**config.mk**
```make
export PLATFORM = sky130hd
export DESIGN_NAME = signed_window_acc
export DESIGN_NICKNAME = d
export VERILOG_FILES = /design/src/rtl/signed_window_acc.sv
export SDC_FILE = /design/constraint.sdc
export NUM_CORES = 1
export LEC_CHECK = 0
export ABC_AREA = 1
export CAP_MARGIN = 30
export CORE_AREA = 2 2 53 55
export CTS_BUF_LIST = sky130_fd_sc_hd__clkbuf_8
export DETAILED_ROUTE_END_ITERATION = 8
export DIE_AREA = 0 0 55 57
export PLACE_DENSITY = 0.65
export REMOVE_ABC_BUFFERS = 1
export SLEW_MARGIN = 20
export SYNTH_ARGS = -nofsm -noshare
export SYNTH_HDL_FRONTEND = slang
export SYNTH_SLANG_ARGS = --single-unit
```
**constraint.sdc**
```tcl
create_clock -name clk -period 3.9 [get_ports clk]
set_input_delay 0.39 -clock clk [delete_from_list [all_inputs] [get_ports clk]]
set_output_delay 0.39 -clock clk [all_outputs]
set_load 0.02 [all_outputs]
```
**src/rtl/signed_window_acc.sv**
```systemverilog
// signed_window_acc
// Purpose : sums N signed IW-bit samples per window and emits the sum
//           saturated to OW bits, with a flag when clipping occurred.
// Ports   : clk, rst (async active-high)
//           din/din_valid/din_ready   - upstream sample handshake
//           dout/dout_valid/dout_ready - downstream result handshake
//           sat_flag                   - dout was clipped (qualified by dout_valid)
// Latency : result valid one cycle after the Nth accepted sample; held until drained.
module signed_window_acc #(
  parameter int IW = 4,
  parameter int OW = 6,
  parameter int N  = 8
) (
  input  logic                 clk,
  input  logic                 rst,
  input  logic signed [IW-1:0] din,
  input  logic                 din_valid,
  output logic                 din_ready,
  output logic signed [OW-1:0] dout,
  output logic                 dout_valid,
  input  logic                 dout_ready,
  output logic                 sat_flag
);

  // N >= 2, so the count always needs at least one bit.
  localparam int CW = $clog2(N);
  // Wide enough that N full-scale samples can never overflow.
  localparam int AW = IW + CW;

  typedef enum logic {
    ST_ACC  = 1'b0,
    ST_HOLD = 1'b1
  } state_t;

  state_t               state_q, state_d;
  logic signed [AW-1:0] acc_q, acc_d;
  logic [CW-1:0]        cnt_q, cnt_d;
  logic signed [OW-1:0] dout_q, dout_d;
  logic                 sat_q, sat_d;

  logic signed [AW-1:0] din_ext;
  logic signed [AW-1:0] sum;
  logic signed [OW-1:0] sat_val;
  logic                 clip;
  logic                 accept;
  logic                 last;

  assign din_ext = {{CW{din[IW-1]}}, din};
  assign sum     = acc_q + din_ext;

  // Saturation of the running sum into the output width. Which branch
  // exists depends only on the parameters; when the output is at least as
  // wide as the accumulator no value can ever clip.
  generate
    if (OW > AW) begin : g_widen
      assign sat_val = {{(OW-AW){sum[AW-1]}}, sum};
      assign clip    = 1'b0;
    end else if (OW == AW) begin : g_same
      assign sat_val = sum;
      assign clip    = 1'b0;
    end else begin : g_clip
      // +2^(OW-1)-1 and -2^(OW-1) expressed at accumulator width.
      localparam logic signed [AW-1:0] MAX_V = {{(AW-OW+1){1'b0}}, {(OW-1){1'b1}}};
      localparam logic signed [AW-1:0] MIN_V = {{(AW-OW+1){1'b1}}, {(OW-1){1'b0}}};
      logic hi;
      logic lo;
      assign hi      = (sum > MAX_V);
      assign lo      = (sum < MIN_V);
      assign clip    = hi | lo;
      assign sat_val = hi ? MAX_V[OW-1:0] :
                       lo ? MIN_V[OW-1:0] :
                            sum[OW-1:0];
    end
  endgenerate

  // Ready is a function of state alone so upstream never sees a
  // combinational path back from its own valid.
  assign din_ready  = (state_q == ST_ACC);
  assign dout_valid = (state_q == ST_HOLD);
  assign dout       = dout_q;
  assign sat_flag   = sat_q;

  assign accept = din_valid & din_ready;
  assign last   = (cnt_q == CW'(N - 1));

  always_comb begin
    state_d = state_q;
    acc_d   = acc_q;
    cnt_d   = cnt_q;
    dout_d  = dout_q;
    sat_d   = sat_q;
    case (state_q)
      ST_ACC: begin
        if (accept) begin
          if (last) begin
            // Window complete: capture the saturated total and park.
            state_d = ST_HOLD;
            dout_d  = sat_val;
            sat_d   = clip;
            acc_d   = '0;
            cnt_d   = '0;
          end else begin
            acc_d = sum;
            cnt_d = cnt_q + CW'(1);
          end
        end
      end
      ST_HOLD: begin
        // Input is refused for the whole hold, including the drain cycle,
        // so the next window starts cleanly the cycle after the transfer.
        if (dout_ready) begin
          state_d = ST_ACC;
          acc_d   = '0;
          cnt_d   = '0;
        end
      end
      default: begin
        state_d = ST_ACC;
        acc_d   = '0;
        cnt_d   = '0;
      end
    endcase
  end

  always_ff @(posedge clk or posedge rst) begin
    if (rst) begin
      state_q <= ST_ACC;
      acc_q   <= '0;
      cnt_q   <= '0;
      dout_q  <= '0;
      sat_q   <= 1'b0;
    end else begin
      state_q <= state_d;
      acc_q   <= acc_d;
      cnt_q   <= cnt_d;
      dout_q  <= dout_d;
      sat_q   <= sat_d;
    end
  end

endmodule

```
==> results.sh, run 1 <==
export IMPL_io_pins=17
export IMPL_critPathRequiredTime_ns=4.10
export IMPL_grtUsageTotal=0.167
export IMPL_synthArstFlopShare=1.00
export IMPL_cp_arrival_ns=2.26
export IMPL_drcViolationCount=0
export IMPL_synth_seq_cells=18
export IMPL_port_buffers=16
export IMPL_crit_path_end_kind="flip-flop"
export IMPL_fillerInstances=262
export IMPL_p_int_uw=621
export IMPL_gp_congestion=0.853
export IMPL_yosys_area_top_type="dfrtp_1"
export IMPL_syn_cell_area_sq_um=1080
export IMPL_clkTransAtPathRegs_ns=0.07
export IMPL_stdcell_count=183
export IMPL_cts_tree="done"
export IMPL_root_buffer="clkbuf_8"
export IMPL_p_leak_uw=0.000678
export IMPL_maxCapViolations=0
export IMPL_area_growth_pct=23.0
export IMPL_p_switching_uw=491
export IMPL_synth_avg_cell_area_sq_um=8.14
export IMPL_overflow=0
export IMPL_worst_slew_pin_slew_ns=0.678
export IMPL_rsz0062_at_grt="no"
export IMPL_start_util=0.414
export IMPL_startpoint_type="input pin"
export IMPL_holdCritPathClass="reg2reg"
export IMPL_cp_slowest_stage_delay_ns=0.46
export IMPL_grt_max_degree=19
export IMPL_dieArea_sq_um=3140
export IMPL_netlist_instances=133
export IMPL_drtAntennaViolNets=0
export IMPL_dr_total_vias=895
export IMPL_clock_skew_ns=0.00287
export IMPL_dp_cells=179
export IMPL_pwr_density_cell_nw_per_um2=835
export IMPL_numCtsBuffers=3
export IMPL_antenna_cells=0
export IMPL_num_rows=19
export IMPL_slew_headroom=0.547
export IMPL_cp_max_fo=6
export IMPL_max_freq_mhz=484
export IMPL_setup_viol=0
export IMPL_pwr_share_clk=0.138
export IMPL_core_sq_um=2620
export IMPL_dr_first_iter_drc_count=15
export IMPL_synth_area_leaders="dfrtp_1 (42%), nand2_1 (16%), ha_1 (9.2%)"
export IMPL_status="complete, no violations"
export IMPL_place_area_sq_um=1280
export IMPL_post_route_util=0.509
export IMPL_layout_drive_gt1_share=0.118
export IMPL_total_power_uw=1110
export IMPL_critPathSlowestCell="clkdlybuf4s50_1"
export IMPL_worstSetupPathType="in2reg"
export IMPL_htreeDepth=1
export IMPL_fin_nets=170
export IMPL_firstDrtPassIters=4
export IMPL_seq_power_share=0.293
export IMPL_slew_viol_final=0
export IMPL_p_comb_frac=0.569
export IMPL_final_area_sq_um=1330
export IMPL_grt_pass1_wl_mm=3.79
export IMPL_hold_viol=0
export IMPL_p_sw_frac=0.441
export IMPL_synth_warnings=0
export IMPL_die_width_um=55
export IMPL_synth_top_area_share=0.416
export IMPL_clk_path_buf_depth=2
export IMPL_period_share=0.530
export IMPL_crit_path_cell_trace="clkdlybuf4s50_1 > ha_1 > inv_1 > fa_1 > clkinv_1 > nand2_1 > nand2_4 > nand3_2 > nand2_2 > nand2_1 > nand2_2 > nand2_4 > nand2_1 > nand2_1 > nand2_1"
export IMPL_wl_mm=2.15
export IMPL_ir_drop_v=0.000443
export IMPL_crit_top_cell="nand2_1"
export IMPL_post_cts_setup_buffers=0
export IMPL_grt_pass1_vias=860
export IMPL_clk_latency_ns=0.26
export IMPL_synthDistinctLibCells=23
export IMPL_cts_resized=0
export IMPL_ctsHoldBuffers=0
export IMPL_synth_edf_count=0
export IMPL_viasPerCell=4.89
export IMPL_finalCriticalPeriod_ns=2.07
export IMPL_cts_sinks=18
export IMPL_antenna_found_initial=0
export IMPL_fin_setup_tns_ns=0
export IMPL_dpl_hpwl_mm=1.64
export IMPL_wl_per_cell_um=11.7
export IMPL_synth_ff_type="dfrtp_1"
export IMPL_ys_seq_area_frac=0.416
export IMPL_die_height_um=57
==> final timing paths <==
kind | to | slack, ns | startpoint | depth (start not counted)
setup / recovery | dout[1]$_DFFE_PP0P_ | 1.83 | din[0] | 15
hold / removal | cnt_q[0]$_DFFE_PP0P_ | 0.47 | cnt_q[0]$_DFFE_PP0P_ | 1
setup reg to reg | dout[1]$_DFFE_PP0P_ | 2.08 | acc_q[0]$_DFFE_PP0P_ | 14
hold reg to reg | cnt_q[0]$_DFFE_PP0P_ | 0.47 | cnt_q[0]$_DFFE_PP0P_ | 1
max in group asynchronous | dout[1]$_DFFE_PP0P_ | 2.94 | rst | 2
min in group asynchronous | sat_flag$_DFFE_PP0P_ | 0.53 | rst | 2
==> Yosys cell counts (3+ instances only) <==
master / count
a21oi_1: 3
ha_1: 8
nand2_1: 45
dfrtp_1: 18
inv_2: 3
o21ai_0: 3
nand3_1: 13
o21ai_1: 5
clkinv_1: 3
nand2_2: 5
inv_1: 10
nor2_1: 4
==> logic make-up after synthesis <==
family          synth area share
xor+xnor                  0.0312
simple gates               0.301
compound gates            0.0809
flops                      0.416
fa+ha+maj                  0.111
buf+inv                   0.0601
==> metal layers <==
| layer | track usage | part of all wire | routed length, um | vias to the layer above |
|---|---|---|---|---|
| li1 | - | - | - | 466 |
| met2 | 0.252 | 0.47 | 1010 | 16 |
| met4 | 0.0523 | 0.017 | 36 | 0 |
| met3 | 0.0419 | 0.047 | 100 | 5 |
| met1 | 0.235 | 0.47 | 998 | 408 |
| met5 | 0 | 0 | 0 | - |
==> through the flow <==
| stage | hold WS (ns) | setup WS (ns) |
|---|---|---|
| final | 0.474 | 1.83 |
| after global routing | 0.504 | 1.65 |
| after CTS | 0.478 | 1.84 |
| after detailed placement | 0.465 | 1.57 |
| after global placement | 0.461 | 1.61 |
| after floorplan | 0.329 | 2.18 |
==> area by class of cell <==
cell class	instances	area, sq um	area share
multi-input cells	98	567	0.426
flip-flops and latches	18	450	0.338
repair buffers	16	160	0.120
inverters	16	60.1	0.0451
clock buffers	4	55.1	0.0414
well taps	31	38.8	0.0291
==> flip-flops by register name (all words and copies together) (netlist names) <==
name / flops
sat_flag: 1
dout: 6
dout_valid: 1
cnt_q: 3
acc_q: 7
==> worst max-delay path: cells and delay by family <==
family | cells | cell delay (ns)
adder cells (fa/ha/maj) | 2 | 0.56
AND/OR/NAND/NOR | 10 | 0.73
buffers and inverters | 3 | 0.58
==> power groups by stage <==
stage | Sequential (uW) | Clock, uW | Combinational (uW)
4_1_cts | 327 | 158 | 642
6_report | 326 | 154 | 632
3_3_place_gp | 326 | 0 | 632
2_1_floorplan | 364 | 0 | 421
5_1_grt | 338 | 164 | 716
3_5_place_dp | 330 | 0 | 637
==> cells in the final DEF (no fill, tap or decap) <==
cell             synthesis  routed
xor2_1                   2       2
o22ai_1                  1       1
nand3_1                 13      13
o21ai_1                  5       5
dfrtp_1                 18      18
ha_1                     8       8
nand2_4                  2       2
inv_1                   10      10
inv_2                    3       3
o21ai_0                  3       3
nor2_1                   4       4
or2_1                    1       1
a32o_1                   1       1
xnor2_2                  1       1
fa_1                     1       1
a21oi_1                  3       3
nand3_2                  1       1
clkbuf_8                 0       4
clkdlybuf4s50_1          0      16
nor2_2                   1       1
clkinv_1                 3       3
nand2_2                  5       5
nand2_1                 45      45
a21oi_4                  1       1
No activity file was read; power rests on OpenSTA's default activity.
==> run 2, diff against run 1 <==
--- a/config.mk
+++ b/config.mk
@@ -11,7 +11,7 @@
 export CTS_BUF_LIST = sky130_fd_sc_hd__clkbuf_8
 export DETAILED_ROUTE_END_ITERATION = 8
 export DIE_AREA = 0 0 55 57
-export PLACE_DENSITY = 0.65
+export PLACE_DENSITY = 0.68
 export REMOVE_ABC_BUFFERS = 1
 export SLEW_MARGIN = 20
 export SYNTH_ARGS = -nofsm -noshare
==> constraint.sdc (replaced) <==
create_clock -name clk -period 1.8 [get_ports clk]
set_input_delay 0.18 -clock clk [delete_from_list [all_inputs] [get_ports clk]]
set_output_delay 0.18 -clock clk [all_outputs]
set_load 0.02 [all_outputs]
==> run 2 against run 1 <==
  * The flow now finishes with violations (setup timing)
  * Combinational power rose to 2.9 times the previous value
  * Sequential power up 120%
  * Flip-flop and latch count did not move
  * Core utilization is 6.1 points higher
  * Global-route usage grew 1.4 points
  * Total power rose to 2.6 times the previous value
  * Critical endpoint is now sat_flag$_DFFE_PP0P_
  * Largest power group unchanged
==> results.sh, run 2 (same netlist as run 1, synthesis figures left out) <==
export IMPL_dieArea_sq_um=3140
export IMPL_dr_first_iter_drc_count=30
export IMPL_worstSetupPathType="reg2reg"
export IMPL_maxCapViolations=0
export IMPL_fin_nets=179
export IMPL_dr_total_vias=1002
export IMPL_clkTransAtPathRegs_ns=0.07
export IMPL_clk_path_buf_depth=2
export IMPL_slew_viol_final=0
export IMPL_crit_path_end_kind="flip-flop"
export IMPL_dpl_hpwl_mm=1.79
export IMPL_pwr_density_cell_nw_per_um2=1940
export IMPL_final_area_sq_um=1490
export IMPL_slew_headroom=0.753
export IMPL_antenna_found_initial=0
export IMPL_post_route_util=0.570
export IMPL_violations="setup timing"
export IMPL_drcViolationCount=0
export IMPL_grt_pass1_vias=993
export IMPL_cts_tree="done"
export IMPL_finalCriticalPeriod_ns=1.91
export IMPL_htreeDepth=1
export IMPL_cp_arrival_ns=2.11
export IMPL_start_util=0.414
export IMPL_num_rows=19
export IMPL_worst_slew_pin_slew_ns=0.371
export IMPL_grtUsageTotal=0.180
export IMPL_die_width_um=55
export IMPL_viasPerCell=5.22
export IMPL_final_cell_mix="nand2_1 (36), dfrtp_1 (18), clkdlybuf4s50_1 (15)"
export IMPL_fin_setup_tns_ns=-0.636
export IMPL_critPathRequiredTime_ns=2.00
export IMPL_r2r_start="acc_q[0]$_DFFE_PP0P_"
export IMPL_layout_drive_gt1_share=0.267
export IMPL_regMostFlops="acc_q"
export IMPL_startpoint_type="flip-flop"
export IMPL_antenna_cells=0
export IMPL_fin_ws_ns=-0.113
export IMPL_holdCritPathClass="in2async"
export IMPL_place_ws_ns=-0.313
export IMPL_clock_skew_ns=0.00158
export IMPL_worstSetupEndpoint="sat_flag$_DFFE_PP0P_"
export IMPL_setup_viol=7
export IMPL_p_leak_uw=0.000750
export IMPL_root_buffer="clkbuf_8"
export IMPL_port_buffers=16
export IMPL_wl_mm=2.67
export IMPL_hold_slack_ns=0.236
export IMPL_place_area_sq_um=1330
export IMPL_cp_max_fo=3
export IMPL_crit_path_cell_trace="ha_2 > inv_2 > fa_2 > inv_2 > nand2_2 > nand2_4 > nand3_4 > nand2_4 > nand2_2 > nand2_4 > nand2_1 > nand2_2 > nand2_1 > nand2_1"
export IMPL_status="finished with violations"
export IMPL_rsz0062_at_grt="yes"
export IMPL_clk_latency_ns=0.26
export IMPL_numCtsBuffers=3
export IMPL_r2r_cells=14
export IMPL_grt_pass1_wl_mm=4.16
export IMPL_fillerInstances=233
export IMPL_gp_congestion=0.819
export IMPL_cts_sinks=18
export IMPL_cp_slowest_stage_delay_ns=0.40
export IMPL_r2r_setup_slack_ns=-0.11
export IMPL_max_freq_mhz=523
export IMPL_wl_per_cell_um=13.9
export IMPL_firstDrtPassIters=4
export IMPL_overflow=0
export IMPL_io_pins=17
export IMPL_final_common_cell="nand2_1"
export IMPL_largest_register_ffs=7
export IMPL_area_growth_pct=37.8
export IMPL_critPathLaunch="acc_q[0]$_DFFE_PP0P_"
export IMPL_r2r_end="sat_flag$_DFFE_PP0P_"
export IMPL_period_share=1.06
export IMPL_hold_viol=0
export IMPL_ir_drop_v=0.000984
export IMPL_critPathSlowestCell="fa_2"
export IMPL_grt_max_degree=19
export IMPL_drtAntennaViolNets=0
export IMPL_die_height_um=57
export IMPL_core_sq_um=2620
==> run 2: power breakdown <==
part / switching, uW / leakage [uW] / internal (uW) / total, uW
clock network: 146 / 0.0000288 / 195 / 341
logic: 1080 / 0.000497 / 762 / 1840
registers: 113 / 0.000225 / 594 / 707
==> run 2: cell type report <==
type / count / area, sq um / share of cell area
flip-flops and latches: 18 / 450 / 0.302
inverters: 16 / 60.1 / 0.0403
repair buffers: 25 / 230 / 0.154
well taps: 31 / 38.8 / 0.0260
multi-input cells: 98 / 657 / 0.440
clock buffers: 4 / 55.1 / 0.0369
==> run 2: how the worst min path moves through the flow <==
stage	startpoint	end	cells past startpoint
detailed placement	cnt_q[0]$_DFFE_PP0P_	cnt_q[0]$_DFFE_PP0P_	1
CTS	rst	sat_flag$_DFFE_PP0P_	3
finish	rst	dout[2]$_DFFE_PP0P_	3
global placement	cnt_q[0]$_DFFE_PP0P_	cnt_q[0]$_DFFE_PP0P_	1
floorplan	rst	acc_q[0]$_DFFE_PP0P_	1
global route	rst	acc_q[0]$_DFFE_PP0P_	3
==> run 2: stage by stage <==
stage                     power (uW)  instances
after floorplan                 1700        132
after detailed placement        2190        186
after global placement          2150        186
final                           2890        192
after global routing            3110        192
after CTS                       2530        190
==> run 2: timing repair <==
item | CTS | global route
setup endpoints to repair | 6 | 8
buffers inserted | 0 | 2
pin swaps | 0 | 7
hold buffers | 0 | 0
resized for setup | 1 | 24
==> run 2: layer usage <==
layer  track usage  routed length [um]  up-vias
met5             0                   0        -
met4        0.0627                  58        0
met3        0.0236                  90        7
li1              -                   -      482
met1         0.238                1080      487
met2         0.299                1430       26
==> run 2: worst max-delay path: cells and delay by family (launching register included) <==
family                     cells  cell delay, ns
and+or+nand+nor               10            0.79
adders and majority gates      2            0.59
DFF                            1            0.36
buffers and inverters          2            0.12
